[config.mk]
export PLATFORM = sky130hd
export DESIGN_NAME = cpu_sram_arbiter
export DESIGN_NICKNAME = d
export VERILOG_FILES = /design/src/rtl/cpu_sram_arbiter.sv
export SDC_FILE = /design/constraint.sdc
export NUM_CORES = 1
export LEC_CHECK = 0
export ABC_AREA = 0
export CAP_MARGIN = 20
export CELL_PAD_IN_SITES_DETAIL_PLACEMENT = 1
export CELL_PAD_IN_SITES_GLOBAL_PLACEMENT = 2
export CORE_MARGIN = 4
export CORE_UTILIZATION = 10
export DETAILED_ROUTE_END_ITERATION = 8
export HOLD_SLACK_MARGIN = 0.15
export PLACE_DENSITY = 0.95
export SETUP_SLACK_MARGIN = 0.3
export SYNTH_ARGS = -nofsm -noshare
export SYNTH_HDL_FRONTEND = slang
export SYNTH_SLANG_ARGS = --single-unit
[constraint.sdc]
create_clock -name clk -period 2.5 [get_ports clk]
set_input_delay 0.5 -clock clk [delete_from_list [all_inputs] [get_ports clk]]
set_output_delay 0.5 -clock clk [all_outputs]
set_load 0.05 [all_outputs]
[src/rtl/cpu_sram_arbiter.sv]
// Two-port (fetch/load-store) to one-port SRAM-like arbiter with in-order response steering.
// Optional macro ARB_ROUND_ROBIN_EN: alternate between ports on contention instead of data-first.
module cpu_sram_arbiter #(
   parameter int MAX_OUTST = 2,
   parameter int ADDR_W    = 32,
   parameter int DATA_W    = 32
) (
   input  logic                clk,
   input  logic                resetn,
   input  logic                inst_req,
   input  logic [ADDR_W-1:0]   inst_addr,
   output logic                inst_addr_ok,
   output logic                inst_data_ok,
   output logic [DATA_W-1:0]   inst_rdata,
   input  logic                data_req,
   input  logic                data_wr,
   input  logic [1:0]          data_size,
   input  logic [DATA_W/8-1:0] data_wstrb,
   input  logic [ADDR_W-1:0]   data_addr,
   input  logic [DATA_W-1:0]   data_wdata,
   output logic                data_addr_ok,
   output logic                data_data_ok,
   output logic [DATA_W-1:0]   data_rdata,
   output logic                mem_req,
   output logic                mem_wr,
   output logic [1:0]          mem_size,
   output logic [DATA_W/8-1:0] mem_wstrb,
   output logic [ADDR_W-1:0]   mem_addr,
   output logic [DATA_W-1:0]   mem_wdata,
   input  logic                mem_gnt,
   input  logic                mem_rvalid,
   input  logic [DATA_W-1:0]   mem_rdata,
   output logic                arb_err
);

   localparam int PTR_W  = (MAX_OUTST > 1) ? $clog2(MAX_OUTST) : 1;
   localparam int CNT_W  = $clog2(MAX_OUTST + 1);
   localparam int STRB_W = DATA_W / 8;

   logic [MAX_OUTST-1:0] owner_q, owner_d;
   logic [PTR_W-1:0]     rd_ptr_q, rd_ptr_d;
   logic [PTR_W-1:0]     wr_ptr_q, wr_ptr_d;
   logic [CNT_W-1:0]     count_q, count_d;
   logic                 lock_valid_q, lock_valid_d;
   logic                 lock_sel_q, lock_sel_d;
   logic                 arb_err_q, arb_err_d;
`ifdef ARB_ROUND_ROBIN_EN
   logic                 last_grant_q, last_grant_d;
`endif

   logic full, sel, req_int, accept, pop, head;

   function automatic logic [PTR_W-1:0] ptr_inc(input logic [PTR_W-1:0] p);
      if (p == PTR_W'(MAX_OUTST - 1)) return '0;
      else return p + PTR_W'(1);
   endfunction

   // sel: 1 = data port, 0 = fetch port. A pending lock always wins so fields stay stable until gnt.
   always_comb begin
      full = (count_q == CNT_W'(MAX_OUTST));
      if (lock_valid_q) sel = lock_sel_q;
`ifdef ARB_ROUND_ROBIN_EN
      else if (inst_req && data_req) sel = ~last_grant_q;
`endif
      else sel = data_req;
      req_int = !full && (lock_valid_q || inst_req || data_req);
      accept  = req_int && mem_gnt;
      pop     = mem_rvalid && (count_q != '0);
      head    = owner_q[rd_ptr_q];
   end

   always_comb begin
      owner_d      = owner_q;
      wr_ptr_d     = wr_ptr_q;
      rd_ptr_d     = rd_ptr_q;
      count_d      = count_q;
      lock_valid_d = lock_valid_q;
      lock_sel_d   = lock_sel_q;
      arb_err_d    = arb_err_q;
      if (accept) begin
         owner_d[wr_ptr_q] = sel;
         wr_ptr_d          = ptr_inc(wr_ptr_q);
      end
      if (pop) rd_ptr_d = ptr_inc(rd_ptr_q);
      case ({accept, pop})
         2'b10:   count_d = count_q + CNT_W'(1);
         2'b01:   count_d = count_q - CNT_W'(1);
         default: count_d = count_q;
      endcase
      if (req_int && !mem_gnt) begin
         lock_valid_d = 1'b1;
         lock_sel_d   = sel;
      end else if (accept) begin
         lock_valid_d = 1'b0;
      end
      if (mem_rvalid && (count_q == '0)) arb_err_d = 1'b1;
   end

`ifdef ARB_ROUND_ROBIN_EN
   assign last_grant_d = accept ? sel : last_grant_q;
`endif

   always_ff @(posedge clk or negedge resetn) begin
      if (!resetn) begin
         owner_q      <= '0;
         wr_ptr_q     <= '0;
         rd_ptr_q     <= '0;
         count_q      <= '0;
         lock_valid_q <= 1'b0;
         lock_sel_q   <= 1'b0;
         arb_err_q    <= 1'b0;
`ifdef ARB_ROUND_ROBIN_EN
         last_grant_q <= 1'b0;
`endif
      end else begin
         owner_q      <= owner_d;
         wr_ptr_q     <= wr_ptr_d;
         rd_ptr_q     <= rd_ptr_d;
         count_q      <= count_d;
         lock_valid_q <= lock_valid_d;
         lock_sel_q   <= lock_sel_d;
         arb_err_q    <= arb_err_d;
`ifdef ARB_ROUND_ROBIN_EN
         last_grant_q <= last_grant_d;
`endif
      end
   end

   // Outputs are forced to zero while resetn is low, even though most are combinational.
   always_comb begin
      mem_req      = resetn && req_int;
      mem_wr       = 1'b0;
      mem_size     = 2'd0;
      mem_wstrb    = '0;
      mem_addr     = '0;
      mem_wdata    = '0;
      if (resetn) begin
         if (sel) begin
            mem_wr    = data_wr;
            mem_size  = data_size;
            mem_wstrb = data_wr ? data_wstrb : {STRB_W{1'b0}};
            mem_addr  = data_addr;
            mem_wdata = data_wdata;
         end else begin
            mem_size  = 2'd2;
            mem_addr  = inst_addr;
         end
      end
      inst_addr_ok = resetn && accept && !sel;
      data_addr_ok = resetn && accept && sel;
      inst_data_ok = resetn && pop && !head;
      data_data_ok = resetn && pop && head;
      inst_rdata   = inst_data_ok ? mem_rdata : '0;
      data_rdata   = data_data_ok ? mem_rdata : '0;
      arb_err      = resetn && arb_err_q;
   end

endmodule
==> results of run 1 <==
layer usage:
layer / global-route usage, % / vias to the layer above
li1: - / 1498
met1: 15.4 / 1501
met2: 26.3 / 200
met3: 4.68 / 2
met4: 1.12 / 0
met5: 0 / -
report_power, final:
| group | switching, uW | leakage [uW] | internal [uW] |
|---|---|---|---|
| Combinational | 2310 | 0.00282 | 2280 |
| Sequential | 81.4 | 0.000101 | 215 |
| Clock | 66.2 | 0.0000382 | 213 |
| Total | 2460 | 0.00296 | 2710 |
layout make-up:
type	count	area (um^2)
sequential	9	228
clock buffer	4	78.8
tap	225	282
multi-input combinational	236	1680
timing repair buffer	320	4740
fill	1868	10300
how the worst min path moves through the flow:
stage                 end  cells past startpoint
6_report       owner_q[0]                      2
4_1_cts          rd_ptr_q                      2
3_3_place_gp    arb_err_q                      1
5_1_grt          rd_ptr_q                      2
3_5_place_dp    arb_err_q                      1
2_1_floorplan   arb_err_q                      0
worst max-delay path, stage by stage (launching register included):
cell and delay (ns):
dfrtp_1 0.37, mux2i_2 0.27, and4b_2 0.29, buf_12 0.18
and2_1 0.21, buf_12 0.15
metrics by stage:
stage / utilization [%] / cell area (um^2) / hold WS (ns)
after floorplan: - / 1910 / 0.204
after global placement: 37.2 / 6440 / 0.435
after detailed placement: 37.2 / 6440 / 0.437
after CTS: 39.6 / 6840 / 0.304
after global routing: 40.5 / 7010 / 0.335
final: 40.5 / 7010 / 0.304
Yosys cell counts (all sizes together):
master   n
and3    35
nor3     1
o21ai    2
nor2b    2
nor3b    1
dfrtp    9
o21a     1
xnor2    2
a21boi  32
o31a     1
nand2b   1
o211ai   1
a21oi    3
nand3    1
nor2     3
a31oi    2
clkbuf  13
a32o     1
a21o     1
and2    71
or2      1
o211a    1
buf     12
and4b    1
nand2   64
mux2     2
xor2     1
o31ai    1
mux2i    3
cells by family after synthesis:
logic type	after synthesis	share of synthesized area [%]
compound gates	46	19.0
xor+xnor	3	1.49
buf+inv	25	7.64
flops	9	12.7
mux	5	4.10
simple gates	181	55.0
state kept, by name, summed over array words and instances (netlist names):
register / cells
arb_err_q: 1
count_q: 2
lock_sel_q: 1
lock_valid_q: 1
owner_q: 2
rd_ptr_q: 1
wr_ptr_q: 1
what timing repair did:
item	4_1_cts	5_1_grt
resized for setup	57	18
endpoints found under the hold margin	0	0
setup buffers	12	2
gates cloned	5	4
pin swaps	6	11
endpoints found under the setup margin	139	111
==> qor.yml, run 1 <==
status: "complete, no violations"
topRoutingLayerUsed: "met4"
wire_per_inst_um: 18.8
clk_latency_ns: 0.23
via_per_inst: 4.03
rr_startpoint: "lock_valid_q"
htreeDepth: 1
final_nets: 711
fin_ws_ns: 0.282
antenna_found_initial: 0
hold_violations: 0
route.met3.wl_um: 1510
numCtsBuffers: 3
dieArea_um2: 19900
worst_slew_pin_slew_ns: 0.404
endpoint: "inst_rdata[19]"
ios: 282
m1WireLength_um: 5630
ff2ff_path_depth: 5
synthesis.instances: 269
setup_viol: 0
layout_common_cells: "buf_12 (146), clkdlybuf4s50_1 (135), nand2_1 (62)"
end_kind: "output port"
dpl_worst_slack_ns: -0.0640
layout-drive-gt1-share_pct: 48.7
ys_ff_latch: 9
fin_setup_tns_ns: 0
powerDensity_nw_per_um2: 737
grt.overflow.total: 0
first_iter_violations: 50
finalCritPeriodShare_pct: 88.7
place_inst: 767
die-width_um: 141
dp_hpwl_um: 11600
grt_use_total_pct: 13.8
layout_commonest_cell: "buf_12"
drc: 0
vdd_drop_max_v: 0.000345
p_total_uw: 5170
synth-seq-area-share_pct: 12.7
drv_cap: 0
postCtsHoldBufs: 0
grt_pass1_vias: 3582
num_rows: 48
period_needed_ns: 2.22
holdCritPathClass: "in -> async"
diodes: 0
gp_congestion: 0.829
wirelength_um: 14900
synth_nets: 410
clk_pin_slew_ns: 0.04
crit_start: "rd_ptr_q"
worst_ep_required_time_ns: 2.00
first_pass_iters: 4
fmaxAchievable_mhz: 451
die_height_um: 141
cp_max_fo: 33
reg2reg_slack_ns: 0.97
wl_met2_um: 7760
coreArea_um2: 17300
clock-root-buffer: "clkbuf_16"
slew_headroom_pct: 73.1
r2r_end: "owner_q[0]"
synth.distinct_cells: 36
cts_max_path_buffers: 2
num_vias: 3201
postSynthAreaPerCell_um2: 6.57
synth_area_leaders: "and2_1 (25%), nand2_1 (14%), dfrtp_1 (13%)"
cts_tree: "done"
syn2layout_area_growth_pct: 297
worstSetupPathType: "reg -> out"
fin_skew_ns: 0.00151
synth_top_area_share_pct: 24.8
start_kind: "flop"
ant_nets: 0
grt_pass1_wl_um: 21600
grt_max_degree: 45
final_cell_count_no_fill: 794
io_buffers: 281
yosys_warnings: 0
leakage_uw: 0.00296
clock_sinks: 9
rsz0062_at_grt: "true"
syn_area_um2: 1770
drv_slew: 0
start_util_pct: 10.2
crit_arrival_ns: 1.72
synth_top_area_cell: "and2_1"
(Power assumes the default switching activity.)
==> run 2, diff against run 1 <==
--- a/config.mk
+++ b/config.mk
@@ -6,7 +6,7 @@
 export NUM_CORES = 1
 export LEC_CHECK = 0
 export ABC_AREA = 0
-export CAP_MARGIN = 20
+export CAP_MARGIN = 15
 export CELL_PAD_IN_SITES_DETAIL_PLACEMENT = 1
 export CELL_PAD_IN_SITES_GLOBAL_PLACEMENT = 2
 export CORE_MARGIN = 4
==> constraint.sdc (replaced) <==
create_clock -name clk -period 2.8 [get_ports clk]
set_input_delay 0.56 -clock clk [delete_from_list [all_inputs] [get_ports clk]]
set_output_delay 0.56 -clock clk [all_outputs]
set_load 0.05 [all_outputs]
==> qor.yml, run 2 (same netlist as run 1, synthesis figures left out) <==
status: "complete, no violations"
setup_viol: 0  # unchanged
layout-drive-gt1-share_pct: 39.5  # -9.2 points
start_kind: "input pin"
drv_cap: 0  # unchanged
slew_headroom_pct: 73.5  # +0.38 points
period_needed_ns: 2.44
slowest_stage: "bufbuf_16"
layout_common_cells: "buf_12 (144), clkdlybuf4s50_1 (135), and2_1 (62)"
crit_arrival_ns: 1.88  # +0.16 ns
holdCritPathClass: "in -> async"
start_util_pct: 10.2  # unchanged
antenna_found_initial: 0  # unchanged
htreeDepth: 1  # unchanged
layout_commonest_cell: "buf_12"
cts_tree: "done"
coreArea_um2: 17300  # unchanged
clk_latency_ns: 0.24  # about the same
ios: 282  # unchanged
fin_setup_tns_ns: 0  # unchanged
first_iter_violations: 34  # -32%
finalCritPeriodShare_pct: 87.1
ant_nets: 0  # unchanged
leakage_uw: 0.00298  # +0.63%
via_per_inst: 4.00  # -0.72%
die_height_um: 141  # unchanged
first_pass_iters: 4  # unchanged
p_total_uw: 4450  # -14%
powerDensity_nw_per_um2: 648  # -12%
drc: 0  # unchanged
grt_use_total_pct: 13.3  # -0.56 points
reg2reg_slack_ns: 1.27  # +0.30 ns
clock-root-buffer: "clkbuf_16"
grt_pass1_vias: 3536  # -1.3%
numCtsBuffers: 3  # unchanged
path_cells: "clkdlybuf4s15_2, o21ai_2, nor3b_4, bufbuf_16, buf_4, and2_1, buf_12"
fin_skew_ns: 0.00387  # +0.00237 ns
grt_pass1_wl_um: 20900  # -3.2%
grt_max_degree: 44  # -2.2%
slowest_delay_ns: 0.29  # -0.08 ns
dp_hpwl_um: 11500  # -1.6%
hold_violations: 0  # unchanged
wire_per_inst_um: 18.0  # -4.5%
clk_pin_slew_ns: 0.04  # about the same
worst_hold_slack_ns: 0.359  # +0.0552 ns
postCtsHoldBufs: 0  # unchanged
cts_max_path_buffers: 2  # unchanged
num_rows: 48  # unchanged
worst_ep_required_time_ns: 2.24  # +0.24 ns
final_nets: 727  # +2.3%
worstSetupPathType: "in -> out"
top_regs: "count_q: 2 flops, owner_q: 2 flops"
fmaxAchievable_mhz: 410
clock_sinks: 9  # unchanged
worst_slew_pin_slew_ns: 0.398  # -0.00576 ns
wirelength_um: 14500  # -2.6%
num_vias: 3242  # +1.3%
gp_congestion: 0.836  # +0.81%
grt.overflow.total: 0  # unchanged
io_buffers: 281  # unchanged
end_kind: "output port"
dieArea_um2: 19900  # unchanged
die-width_um: 141  # unchanged
vdd_drop_max_v: 0.000284  # -18%
diodes: 0  # unchanged
drv_slew: 0  # unchanged
syn2layout_area_growth_pct: 289
rsz0062_at_grt: "true"
cp_max_fo: 8  # -76%
==> run 2: cell types whose count changed in the layout (fill, tap and decap cells not counted), sizes merged <==
cell	previous run	this run
bufbuf	0	1
buf	179	197
clkdlybuf4s15	0	1
dlygate4sd2	1	0
dlymetal6s2s	1	2
clkbuf	8	4
==> run 2: final timing paths <==
kind,to,cells past startpoint,from
setup / recovery,data_rdata[6],7,mem_rvalid
hold / removal,rd_ptr_q,2,resetn
setup reg to reg,owner_q[0],3,lock_valid_q
hold reg to reg,arb_err_q,1,arb_err_q
max in group asynchronous,lock_valid_q,2,resetn
min in group clk,arb_err_q,1,arb_err_q
==> run 2: critical path: cells and delay by family <==
family / cells / cell delay [ns]
buf+inv: 4 / 0.80
simple gates: 2 / 0.42
compound gates: 1 / 0.09
==> run 2: final cells by class <==
| cell class | instances | area (um^2) |
|---|---|---|
| Fill cell | 1876 | 10400 |
| Timing Repair Buffer | 336 | 4770 |
| Multi-Input combinational cell | 236 | 1520 |
| Tap cell | 225 | 282 |
| Sequential cell | 9 | 226 |
| Clock buffer | 4 | 78.8 |
==> run 2: where the power goes <==
part	leakage [uW]	internal, uW	switching (uW)	total (uW)
logic	0.00284	1940	1980	3920
registers	0.000102	190	89.9	280
clock network	0.0000382	190	61.7	252
total	0.00298	2320	2130	4450
==> run 2: metal layers <==
metal / track usage, % / up-vias / wire length [um]
met3: 4.58 / 10 / 1490
met1: 14.3 / 1509 / 5380
li1: - / 1520 / -
met5: 0 / - / 0
met4: 1.99 / 0 / 137
met2: 25.4 / 203 / 7540
==> run 2: through the flow <==
stage               util (%)  worst slack, ns  instance area, um^2  std cells
global route            39.7            0.276                 6870        810
detailed placement      37.2          0.00946                 6430        788
global placement        37.2           0.0236                 6430        788
finish                  39.7            0.362                 6870        810
CTS                     39.3            0.265                 6800        807
floorplan                  -           0.0573                 1770        269
==> run 2: repair_timing <==
action	CTS	global route
pin swaps	4	3
gates cloned	4	1
endpoints found under the setup margin	107	26
resized for setup	38	15
setup buffers	11	2
==> run 3, diff against run 2 <==
--- a/config.mk
+++ b/config.mk
@@ -13,6 +13,7 @@
 export CORE_UTILIZATION = 10
 export DETAILED_ROUTE_END_ITERATION = 8
 export HOLD_SLACK_MARGIN = 0.15
+export MAX_ROUTING_LAYER = met4
 export PLACE_DENSITY = 0.95
 export SETUP_SLACK_MARGIN = 0.3
 export SYNTH_ARGS = -nofsm -noshare
==> qor.yml, run 3 (same netlist as run 1, synthesis figures left out) <==
r2r_end: "owner_q[0]"
clock_sinks: 9  # unchanged
numCtsBuffers: 3  # unchanged
cp_max_fo: 8  # unchanged
end_kind: "output port"
wirelength_um: 14600  # +0.32%
grt_use_total_pct: 13.6  # +0.38 points
io_buffers: 281  # unchanged
postCtsHoldBufs: 0  # unchanged
ant_nets: 0  # unchanged
first_pass_iters: 4  # unchanged
worstSetupPathType: "in -> out"
dieArea_um2: 19900  # unchanged
ios: 282  # unchanged
cts_max_path_buffers: 2  # unchanged
wire_per_inst_um: 18.0  # +0.32%
final_nets: 727  # unchanged
postPlaceCellArea_um2: 6430  # unchanged
vdd_drop_max_v: 0.000286  # +0.67%
switching_share_pct: 48.0  # +0.058 points
slew_headroom_pct: 73.1  # -0.42 points
fin_setup_tns_ns: 0  # unchanged
start_kind: "input pin"
clk_pin_slew_ns: 0.04  # about the same
finalCritPeriodShare_pct: 87.1  # about the same
p_clk_share_pct: 5.6  # about the same
setup_viol: 0  # unchanged
start_util_pct: 10.2  # unchanged
htreeDepth: 1  # unchanged
hold_violations: 0  # unchanged
cts_tree: "done"
drv_slew: 0  # unchanged
drv_cap: 0  # unchanged
diodes: 0  # unchanged
clk_latency_ns: 0.24  # about the same
layout-drive-gt1-share_pct: 39.5  # unchanged
fmaxAchievable_mhz: 410  # about the same
grt_max_degree: 44  # unchanged
crit_start: "mem_rvalid"
power_frac_seq_pct: 6.3  # about the same
dp_hpwl_um: 11500  # unchanged
ff2ff_path_depth: 3  # unchanged
crit_arrival_ns: 1.88  # about the same
grt_pass1_wl_um: 20800  # -0.60%
worst_slew_pin_slew_ns: 0.404  # +0.00625 ns
syn2layout_area_growth_pct: 289  # unchanged
worst_ep_required_time_ns: 2.24  # about the same
powerDensity_nw_per_um2: 649  # +0.11%
rr_startpoint: "lock_valid_q"
leakage_uw: 0.00298  # unchanged
status: "complete, no violations"
fin_skew_ns: 0.00391  # +0.0000364 ns
period_needed_ns: 2.44  # +0.000877 ns
num_vias: 3247  # +0.15%
layout_common_cells: "buf_12 (144), clkdlybuf4s50_1 (135), and2_1 (62)"
layout_commonest_cell: "buf_12"
first_iter_violations: 35  # +2.9%
die_height_um: 141  # unchanged
die-width_um: 141  # unchanged
gp_congestion: 0.849  # +1.5%
pwr-share-comb_pct: 88.1  # about the same
design_area_um2: 6870  # unchanged
holdCritPathClass: "in -> async"
rsz0062_at_grt: "true"
grt.overflow.total: 0  # unchanged
p_int_uw: 2320  # about the same
num_rows: 48  # unchanged
via_per_inst: 4.01  # +0.15%
drc: 0  # unchanged
grt_pass1_vias: 3552  # +0.45%
clock-root-buffer: "clkbuf_16"
coreArea_um2: 17300  # unchanged
reg2reg_slack_ns: 1.27  # about the same
switching_power_uw: 2140  # +0.23%
antenna_found_initial: 0  # unchanged
top_regs: "count_q: 2 flops, owner_q: 2 flops"
[run 3: cell counts in the layout (fill, tap and decap cells not counted)]
Identical to the previous run, type by type.
[run 3: what timing repair did]
action	CTS	global route
gates resized for setup	38	15
cloned	4	1
pin swaps	4	3
setup endpoints to repair	107	26
setup buffers	11	2
[run 3: per-layer routing]
metal	wire, um	global-route usage [%]	share of wire (%)	vias up
li1	-	-	-	1521
met1	5590	14.9	38	1510
met2	7540	25.4	52	206
met3	1320	3.53	9.1	10
met4	137	1.99	0.94	0
met5	0	-	0	-
[run 3: area by class of cell]
type	instances	area [um^2]
timing repair buffer	336	4770
multi-input combinational	236	1520
fill	1876	10400
sequential	9	226
tap	225	282
clock buffer	4	78.8
[run 3: worst max-delay path by stage]
stage | to | cells past startpoint
after global placement | mem_addr[3] | 6
final | data_rdata[6] | 7
after global routing | data_rdata[6] | 7
after floorplan | mem_addr[0] | 3
after detailed placement | mem_addr[3] | 6
after CTS | data_rdata[28] | 7
[run 3: power by group through the flow]
| stage | logic (uW) | registers, uW | clock network, uW |
|---|---|---|---|
| 2_1_floorplan | 1700 | 235 | 0 |
| 6_report | 3930 | 280 | 252 |
| 4_1_cts | 3900 | 270 | 259 |
| 3_3_place_gp | 3490 | 260 | 0 |
| 3_5_place_dp | 3550 | 263 | 0 |
| 5_1_grt | 4110 | 291 | 269 |
[run 3: critical path, stage by stage]
cell and delay [ns]:
clkdlybuf4s15_2 0.21, o21ai_2 0.09, nor3b_4 0.24, bufbuf_16 0.29, buf_4 0.15, and2_1 0.18
buf_12 0.15
[run 3: stage by stage]
step / hold WS [ns] / utilization, % / power [uW] / setup WS, ns / std cells
after floorplan: 0.264 / - / 1940 / 0.0573 / 269
after global placement: 0.431 / 37.2 / 3750 / 0.0236 / 788
after detailed placement: 0.441 / 37.2 / 3820 / 0.00946 / 788
after CTS: 0.368 / 39.3 / 4430 / 0.265 / 807
after global routing: 0.394 / 39.7 / 4670 / 0.276 / 810
final: 0.365 / 39.7 / 4460 / 0.361 / 810
